<file path="src/rtl/reg_dbg_pkg.sv">
// Shared types and default sizes for the debug register-file initiator.
package reg_dbg_pkg;

  localparam int NREGS = 32;
  localparam int XLEN  = 32;

  typedef enum logic [2:0] {
    IDLE,
    HALT,
    DUMP,
    LOAD,
    DONE
  } state_t;

  typedef enum logic {
    MODE_DUMP,
    MODE_LOAD
  } mode_t;

endpackage

</file>
<file path="src/rtl/reg_dbg_ctrl.sv">
// Debug initiator: halts the core, then streams the register file out (dump)
// or writes 32 streamed words into it (load).
module reg_dbg_ctrl #(
  parameter int NREGS = reg_dbg_pkg::NREGS,
  parameter int XLEN  = reg_dbg_pkg::XLEN,
  parameter int AW    = $clog2(NREGS)
) (
  input  logic            clk,
  input  logic            reset,
  input  logic            start_dump,
  input  logic            start_load,
  output logic            busy,
  output logic            done,
  output logic            core_halt,
  output logic [AW-1:0]   rf_raddr,
  input  logic [XLEN-1:0] rf_rdata,
  output logic [AW-1:0]   rf_waddr,
  output logic [XLEN-1:0] rf_wdata,
  output logic            rf_wr,
  output logic            out_valid,
  input  logic            out_ready,
  output logic [XLEN-1:0] out_data,
  output logic [AW-1:0]   out_idx,
  output logic            out_last,
  input  logic            in_valid,
  output logic            in_ready,
  input  logic [XLEN-1:0] in_data
);

  import reg_dbg_pkg::*;

  localparam logic [AW-1:0] LAST_IDX = AW'(NREGS - 1);

  state_t        state, state_next;
  mode_t         mode, mode_next;
  logic [AW-1:0] idx, idx_next;
  logic          at_last;

  assign at_last = (idx == LAST_IDX);

  always_ff @(posedge clk or posedge reset) begin
    if (reset) begin
      state <= IDLE;
      mode  <= MODE_DUMP;
      idx   <= '0;
    end else begin
      state <= state_next;
      mode  <= mode_next;
      idx   <= idx_next;
    end
  end

  always_comb begin
    state_next = state;
    mode_next  = mode;
    idx_next   = idx;
    busy       = 1'b0;
    done       = 1'b0;
    core_halt  = 1'b0;
    rf_raddr   = '0;
    rf_waddr   = '0;
    rf_wdata   = '0;
    rf_wr      = 1'b0;
    out_valid  = 1'b0;
    out_data   = '0;
    out_idx    = '0;
    out_last   = 1'b0;
    in_ready   = 1'b0;

    unique case (state)
      IDLE: begin
        // Dump takes priority when both requests arrive together.
        if (start_dump) begin
          mode_next  = MODE_DUMP;
          idx_next   = '0;
          state_next = HALT;
        end else if (start_load) begin
          mode_next  = MODE_LOAD;
          idx_next   = '0;
          state_next = HALT;
        end
      end

      // Drain cycle: a core write already in flight lands at this negedge.
      HALT: begin
        busy       = 1'b1;
        core_halt  = 1'b1;
        state_next = (mode == MODE_LOAD) ? LOAD : DUMP;
      end

      DUMP: begin
        busy      = 1'b1;
        core_halt = 1'b1;
        rf_raddr  = idx;
        out_valid = 1'b1;
        out_data  = rf_rdata;
        out_idx   = idx;
        out_last  = at_last;
        if (out_ready) begin
          if (at_last) state_next = DONE;
          else         idx_next   = idx + 1'b1;
        end
      end

      LOAD: begin
        busy      = 1'b1;
        core_halt = 1'b1;
        in_ready  = 1'b1;
        rf_waddr  = idx;
        rf_wdata  = in_data;
        // Word for x0 is consumed but never written.
        rf_wr     = in_valid && (idx != '0);
        if (in_valid) begin
          if (at_last) state_next = DONE;
          else         idx_next   = idx + 1'b1;
        end
      end

      DONE: begin
        busy       = 1'b1;
        core_halt  = 1'b1;
        done       = 1'b1;
        state_next = IDLE;
      end

      default: state_next = IDLE;
    endcase
  end

endmodule

</file>
<file path="config.mk">
export PLATFORM = sky130hd
export DESIGN_NAME = reg_dbg_ctrl
export DESIGN_NICKNAME = d
export VERILOG_FILES = /design/src/rtl/reg_dbg_pkg.sv /design/src/rtl/reg_dbg_ctrl.sv
export SDC_FILE = /design/constraint.sdc
export NUM_CORES = 1
export LEC_CHECK = 0
export BUFFER_PORTS_ARGS = -buffer_cell sky130_fd_sc_hd__clkbuf_2
export CAP_MARGIN = 20
export CORE_ASPECT_RATIO = 1.2
export CORE_MARGIN = 2
export CORE_UTILIZATION = 33
export DETAILED_ROUTE_END_ITERATION = 8
export MAX_ROUTING_LAYER = met4
export PLACE_DENSITY = 0.87
export SLEW_MARGIN = 20
export SYNTH_ARGS = -nofsm -noshare
export SYNTH_HDL_FRONTEND = slang
export SYNTH_SLANG_ARGS = --single-unit
</file>
<file path="constraint.sdc">
create_clock -name clk -period 2.9 [get_ports clk]
set_input_delay 0.58 -clock clk [delete_from_list [all_inputs] [get_ports clk]]
set_output_delay 0.58 -clock clk [all_outputs]
set_load 0.02 [all_outputs]
</file>
* After elaboration in Yosys (flattened, before gate mapping)
Index checks and enable logic that the tools add are counted.
** Cells by class
- Reduce and logical (&&, ||, !) cells :: 9
- Eq/ne operators :: 8
- Mux-type cells :: 25
- Add/subtract/negate cells :: 1
** Operators by type and width (number)
- $mux W32 :: 2
- $mux W5 :: 7
- $mux W3 :: 5
- $pmux W5 S3 :: 1
- $pmux W3 S4 :: 1
- $mux W1 :: 9
- $eq A3 B2 Y1 const B :: 2
- $add A5 B1 Y5 const B :: 1
- $eq A5 B5 Y1 const B :: 1
- $reduce_bool A5 Y1 :: 1
- $ne A2 B2 Y1 const B :: 2
- $reduce_and A4 Y1 :: 1
- $reduce_or A4 Y1 :: 1
- $eq A3 B1 Y1 const B :: 1
- $eq A3 B3 Y1 const B :: 1
- $logic_not A3 Y1 :: 1
- $ne A3 B3 Y1 const B :: 1
- $reduce_and A3 Y1 :: 1
- $reduce_bool A3 Y1 :: 1
- $reduce_and A2 Y1 :: 1
- $reduce_bool A2 Y1 :: 1
- $logic_and A1 B1 Y1 :: 1
** Storage, ports and cells
- Logic and storage cells :: 46
- Register bits :: 9

* Logic depth before layout (Yosys ltp)
Gate-level depths: netlist of the first run.
- Depth in word-level cells :: 4
- Depth in mapped cells :: 6

* Worst setup path before layout of the first run
No wires, ideal clock.
- Path kind :: flip-flop to output port
- Start point :: register state[2]
- End point :: output port rf_raddr[1]
- Cell stages (with the launch flop) :: 6
- Path buffers :: 2
- Slack :: 825 ps
- Arrival time :: 1495 ps
- Cell sequence :: dfrtp_1 -> and2b_4 -> nor2b_4 -> buf_2 -> and2_1 -> buf_4
** On the way
- Longest elaborated chain between the ends :: 2
** Ends and longest elaborated chain
- start, declared :: RTL line reg_dbg_ctrl.sv:34 : state_t state, state_next;
- start signal, assigned :: RTL line reg_dbg_ctrl.sv:47 : state <= state_next;
- $eq A3 B2 Y1
- $mux W5
- end, declared :: RTL line reg_dbg_ctrl.sv:15 : output logic [AW-1:0] rf_raddr,
No other way between the ends.

* Worst setup path after layout of the first run
- Start point :: register state[2]
- End point :: output port out_idx[0]
** On the way
- Longest elaborated chain between the ends :: 2
** Ends and longest elaborated chain
- $eq A3 B2 Y1 :: RTL line reg_dbg_ctrl.sv:70 : unique case (state)
- $mux W5 :: RTL line reg_dbg_ctrl.sv:70
- end, declared :: RTL line reg_dbg_ctrl.sv:23 : output logic [AW-1:0] out_idx,
No other way between the ends.

==> results of run 1 <==
## routing by layer
| layer | vias to the layer above | part of all wire, % | GRT usage [%] |
|---|---|---|---|
| li1 | 786 | - | - |
| met2 | 100 | 50 | 29.8 |
| met1 | 670 | 39 | 21.1 |
| met3 | 4 | 10 | 2.08 |
| met4 | 0 | 0.68 | 6.69 |
| met5 | - | 0 | - |
## final cells by class
type | instances | area (µm²)
Fill cell | 316 | 1410
Timing Repair Buffer | 157 | 791
Multi-Input combinational cell | 118 | 772
Sequential cell | 9 | 225
Tap cell | 37 | 46.3
Clock buffer | 4 | 45.0
Inverter | 5 | 18.8
## registers in the layout, summed over array words and instances, names as in the netlist
signal  cells
idx         5
state       3
mode        1
## cells in the final DEF (no fill, tap or decap), drive strengths merged, types with 2 or more instances in the layout
cell and n:
a21oi 3, nand3 3, and3 41, nand2 6, nor2 4, clkbuf 159, mux2i 2, dfrtp 9
inv 5, nor3 2, nand2b 2, buf 2, a31oi 4, ha 3, and2 39
## through the flow
stage	power (mW)	std cells	util, %	cell area, µm²	hold slack, ps
after floorplan	1.39	151	-	1130	408
after global placement	1.77	326	56.0	1850	489
after detailed placement	1.80	326	56.0	1850	502
after CTS	1.95	330	57.4	1900	300
after global routing	2.09	330	57.4	1900	327
final	1.93	330	57.4	1900	290
## worst max-delay path by stage
stage | slack (ps) | start | to | depth (start not counted)
after floorplan | 820 | state[2] | rf_raddr[1] | 5
after global placement | 810 | state[2] | rf_raddr[1] | 4
after detailed placement | 730 | state[2] | out_idx[0] | 4
after CTS | 480 | state[2] | out_idx[0] | 4
after global routing | 360 | state[2] | out_idx[3] | 4
final | 520 | state[2] | out_idx[0] | 4
## power groups by stage
stage / Sequential (mW) / Combinational, mW / Clock [mW]
after CTS: 0.256 / 1.55 / 0.147
after floorplan: 0.223 / 1.17 / 0
after global routing: 0.267 / 1.67 / 0.153
after detailed placement: 0.258 / 1.54 / 0
after global placement: 0.258 / 1.51 / 0
final: 0.257 / 1.53 / 0.143
## worst max-delay path, delay by kind of cell, from the launching register on
family	cells	cell delay [ps]
flops	1	420
buf+inv	1	180
simple gates	3	970
## kinds of logic (layout without fill, tap and decap cells)
| logic type | count (synthesis) | count (layout) | share of synthesized area, % |
|---|---|---|---|
| AND/OR/NAND/NOR | 102 | 102 | 55.5 |
| buffers and inverters | 24 | 166 | 11.8 |
| AO/OA/AOI/OAI | 10 | 10 | 6.30 |
| flip-flops | 9 | 9 | 19.9 |
| adder cells (fa/ha/maj) | 3 | 3 | 3.32 |
| multiplexers | 3 | 3 | 3.10 |
==> key figures, run 1 <==
Timing
  – Fin worst setup slack: 515 ps
  – Worst-Margin Slew: 614 ps
  – Fin Setup TNS: 0 ps
  – Hold Vio Cnt, Final: 0
  – Tmin final: 2380 ps
  – Clock Skews: ~3.2 ps
  – Fin. max-slew vios: 0
  – Final setup vio count: 0
  – Rel. slew slack: about three fifths
  – RSZ-0062 raised after global routing: false
  – Achievable clock frequency: approximately 420 MHz
  – Final period util: between 80 and 90%

Clock tree
  – Clk_lat worst skew: 230 ps
  – Clk buf depth: 2
  – Clock transition at the registers of the reported paths: 40 ps
  – Post-CTS Hold Fix Bufs: 0
  – Root buf cell: clkbuf_8
  – TritonCTS Sinks: 9
  – CTS tree: done
  – Cts bufs inserted: 3
  – Post CTS Setup Buffer Count: 0
  – Post-cts resize count: 0
  – H-tree depth: 1

Setup path
  – Worst R2R Setup Slack: roughly 970 ps
  – Reg2Reg Capture Point: idx[4]
  – Critical Path Start Type: register
  – Worst setup EP type: primary output
  – Slowest cell on crit path: nor2b_4
  – CP max stage delay: 480 ps
  – Critical-path cell list: and2b_4, nor2b_4, and2_1, clkbuf_2
  – Crit-path max FO: 39
  – CP Data Arrival Time: 1800 ps
  – Crit path kind: reg2out
  – R2R Path Start: idx[1]
  – CP Data Required Time: 2320 ps
  – Worst reg2reg path depth: 6

Pwr
  – Peak VDD IR: 0.643 mV
  – Leakage Power: between 1 and 1.5 nW
  – Switching Power: 1.10 mW
  – Comb pwr share: 79.3%
  – Sw frac: 56.8%
  – Share of power burned in registers: approximately an eighth
  – Pint: between 0.8 and 0.9 mW
  – Clock power frac: between 7 and 8%
  – PwrDens: around 1000 nW/µm²

Flow run
  – Max Cap Violations: 0

Layout
  – Area growth, synth to finish: 67.8%
  – Antenna Cells: 0
  – Fraction of layout cells with a size suffix above 1: ~57%
  – Final net count: around 370

Floorplan
  – Initial Util: about 34%
  – Die ar.: a little under 4000 µm²
  – Die X: 57.4 µm
  – Die height: 68.1 µm
  – FP Rows: 23
  – Core ar.: 3310 µm²
  – # IOs: ~160

Synth
  – Asr flop ratio synth: 100%
  – Largest area contributor in the netlist: and3_1
  – Yosys reg bits: 9
  – Most frequent cell after synthesis: and3_1
  – Syn Area/Cell: 7.49 µm²
  – Ys Warns: 0
  – Sequential area share after synthesis: 19.9%
  – Mapped Cells: 151
  – Commonest cells in the netlist: 40 x and3_1, 38 x and2_1, 9 x dfrtp_1, 8 x clkbuf_1, 7 x buf_4
  – Net count after synthesis: around 220
  – Synth Cell Area: around 1100 µm²
  – Synth top area share: between 20% and 30%
  – Post-synth EDFFs: 0
  – Main synth FF type: dfrtp_1
  – Yosys cell types: 29
  – Top post-synthesis cells by area: and3_1 22%, and2_1 21%, dfrtp_1 20%

Placement
  – Detail Placement HPWL: 3.28 mm
  – I/O Buffers: 155
  – DP Worst Slack: 734 ps
  – Gpl congestion: 0.808

Global route
  – Number of global-route vias before repair: 1,239
  – Largest net degree at the start of global routing: 45
  – Total track usage: between 10% and 20%
  – Gr ovfl total: 0
  – First-pass GRT wire length: ~5.4 mm
  – Initial antenna violation count: 0

Detailed routing
  – Remaining DRCs: 0
  – Drt wl/cell: 12.1 µm
  – Post-DRT Antenna Nets: 0
  – Drt initial violations: 61
  – Via-to-Cell Ratio: 4.73
  – DRT Pass-1 Iters: 4
  – Via count: 1,560
  – Total Routed Length: between 3 and 4 mm

Worst hold path
  – Worst hold path type: in2async

Run status
  – Status: finished clean
Power figures use the tool's default switching activity.
==> run 2: changes to the inputs <==
- ABC_AREA: unset -> 1
- PLACE_DENSITY: 0.87 -> 0.82
- clock period: 2.9 -> 2.4 ns (I/O delays scaled with it)
==> run 2 against run 1 <==
Compared with the run above:
- total power increased by 7.2%
- register-to-register slack got worse by 300 ps
- wire length increased by 19%
- global-route usage increased by 3.2 points
- setup slack got worse by 290 ps
- flip-flop and latch count unchanged
- sequential share of layout area decreased by 1.0 points
==> key figures, run 2 <==
Synth
  – Asr flop ratio synth: 100% (unchanged)
  – Commonest cells in the netlist: 80 x inv_1, 66 x nor2_1, 22 x nand2_1, 21 x nor2_2, 11 x nand3_1
  – Net count after synthesis: 316 (+41%)
  – Synth Cell Area: 1290 µm² (+14%)
  – Main synth FF type: dfrtp_1
  – Most frequent cell after synthesis: inv_1
  – Top post-synthesis cells by area: inv_1 23%, nor2_1 19%, dfrtp_1 17%
  – Largest area contributor in the netlist: inv_1
  – Post-synth EDFFs: 0 (unchanged)
  – Yosys cell types: 21 (-28%)
  – Ys Warns: 0 (unchanged)
  – Yosys reg bits: 9 (unchanged)
  – Mapped Cells: 243 (+61%)
  – Synth top area share: 23.3% (+1.1 points)
  – Syn Area/Cell: 5.31 µm² (-29%)
  – Sequential area share after synthesis: 17.4% (-2.5 points)

Floorplan
  – Die X: 61.1 µm (+6.4%)
  – FP Rows: 24 (+4.3%)
  – Die ar.: 4430 µm² (+13%)
  – Core ar.: 3690 µm² (+12%)
  – Die height: 72.5 µm (+6.4%)
  – # IOs: 156 (unchanged)
  – Initial Util: 35.0% (+0.78 points)

Clock tree
  – Clock transition at the registers of the reported paths: 50 ps (about the same)
  – Post-cts resize count: 0 (unchanged)
  – Post-CTS Hold Fix Bufs: 0 (unchanged)
  – CTS tree: done
  – Post CTS Setup Buffer Count: 0 (unchanged)
  – H-tree depth: 1 (unchanged)
  – Root buf cell: clkbuf_8
  – TritonCTS Sinks: 9 (unchanged)
  – Cts bufs inserted: 3 (unchanged)
  – Clk_lat worst skew: 240 ps (about the same)
  – Clk buf depth: 2 (unchanged)

Flow run
  – Max Cap Violations: 0 (unchanged)

Global route
  – Largest net degree at the start of global routing: 39 (-13%)
  – Gr ovfl total: 0 (unchanged)
  – Total track usage: 20.7% (+3.2 points)
  – First-pass GRT wire length: 6.90 mm (+29%)
  – Initial antenna violation count: 0 (unchanged)
  – Number of global-route vias before repair: 1,641 (+32%)

Pwr
  – Total chip power: 2.07 mW (+7.2%)
  – Leakage Power: 1.53 nW (+18%)
  – PwrDens: 996 nW/µm² (-2.3%)
  – Peak VDD IR: 0.737 mV (+15%)

Detailed routing
  – Drt wl/cell: 10.7 µm (-11%)
  – Total Routed Length: 4.74 mm (+19%)
  – Drt initial violations: 66 (+8.2%)
  – Via-to-Cell Ratio: 4.17 (-12%)
  – Via count: 1,837 (+18%)
  – Post-DRT Antenna Nets: 0 (unchanged)
  – Remaining DRCs: 0 (unchanged)
  – DRT Pass-1 Iters: 4 (unchanged)

Placement
  – Gpl congestion: 0.904 (+12%)
  – I/O Buffers: 155 (unchanged)
  – Detail Placement HPWL: 4.07 mm (+24%)

Timing
  – Final period util: 90.8%
  – Hold Vio Cnt, Final: 0 (unchanged)
  – Fin Setup TNS: 0 ps (unchanged)
  – Tmin final: about 2200 ps
  – Rel. slew slack: 61.7% (+3.0 points)
  – Achievable clock frequency: 459 MHz
  – Final setup vio count: 0 (unchanged)
  – Clock Skews: 6.73 ps (+3.53 ps)
  – Fin. max-slew vios: 0 (unchanged)
  – RSZ-0062 raised after global routing: false
  – Worst-Margin Slew: 574 ps (-40.4 ps)

Setup path
  – Worst setup EP type: primary output
  – Critical Path Start Type: register
  – CP Data Required Time: 1920 ps (-400 ps)
  – CP Data Arrival Time: 1700 ps (-100 ps)
  – Crit-path max FO: 37 (-5.1%)
  – Crit path kind: reg2out

Layout
  – Fraction of layout cells with a size suffix above 1: 48.3% (-9.0 points)
  – Most common cell after layout, fill and taps aside: clkbuf_2
  – Most frequent cells in the layout: 155 x clkbuf_2, 80 x inv_1, 66 x nor2_1, 22 x nand2_1, 21 x nor2_2
  – Antenna Cells: 0 (unchanged)
  – Area growth, synth to finish: 61.2%
  – Final net count: 463 (+26%)
  – Largest registers: idx (5), state (3), mode (1)
  – Largest Register: idx
  – Max reg flops: 5 (unchanged)

Worst hold path
  – Worst hold path type: in2async

Run status
  – Status: finished clean
==> run 2: final timing paths <==
| check | slack (ps) | start | end | cells past startpoint |
|---|---|---|---|---|
| max | 220 | state[0] | rf_wdata[31] | 5 |
| min | 180 | reset | state[1] | 2 |
| max reg2reg | 670 | idx[0] | idx[0] | 10 |
| min reg2reg | 490 | idx[3] | idx[3] | 2 |
| max in group asynchronous | 1940 | reset | state[2] | 2 |
| min in group clk | 480 | start_dump | mode | 2 |
==> run 2: cells by family (layout without fill, tap and decap cells) <==
| kind of cell | count (synthesis) | in the layout | synth area share, % |
|---|---|---|---|
| simple gates | 126 | 126 | 43.8 |
| buf+inv | 97 | 243 | 32.1 |
| flops | 9 | 9 | 17.4 |
| compound gates | 8 | 8 | 3.78 |
| fa+ha+maj | 3 | 3 | 2.91 |
==> run 2: power breakdown <==
group          switching, mW  total [mW]  internal (mW)
Clock                 0.0709       0.185          0.114
Sequential            0.0571       0.256          0.199
Combinational           1.17        1.63          0.463
==> run 2: layout make-up <==
type,instances,area (µm²)
inverters,84,318
well taps,52,65.1
fillers,393,1610
repair buffers,155,776
multi-input cells,137,652
flip-flops and latches,9,225
clock buffers,3,41.3
clock inverters,1,5.00
==> run 2: metal layers <==
layer | track usage [%] | up-vias | wire (µm)
met4 | 8.45 | 0 | 110
li1 | - | 958 | -
met2 | 36.9 | 91 | 2400
met5 | - | - | 0
met3 | 3.39 | 13 | 399
met1 | 21.9 | 775 | 1830
==> run 2: through the flow <==
stage	setup WS, ps	hold slack [ps]	utilization, %	cell area [µm²]	instances
3_3_place_gp	360	446	55.0	2030	437
5_1_grt	78.4	219	56.4	2080	441
6_report	222	183	56.4	2080	441
4_1_cts	39.3	196	56.3	2080	441
3_5_place_dp	297	460	55.0	2030	437
2_1_floorplan	299	308	-	1290	243
==> run 2: worst max-delay path, stage by stage, from the launching register on <==
cell and delay [ps]:
dfrtp_1 470, nand2_1 140, nor2_4 170, inv_2 250, nor2_1 230, clkbuf_2 200
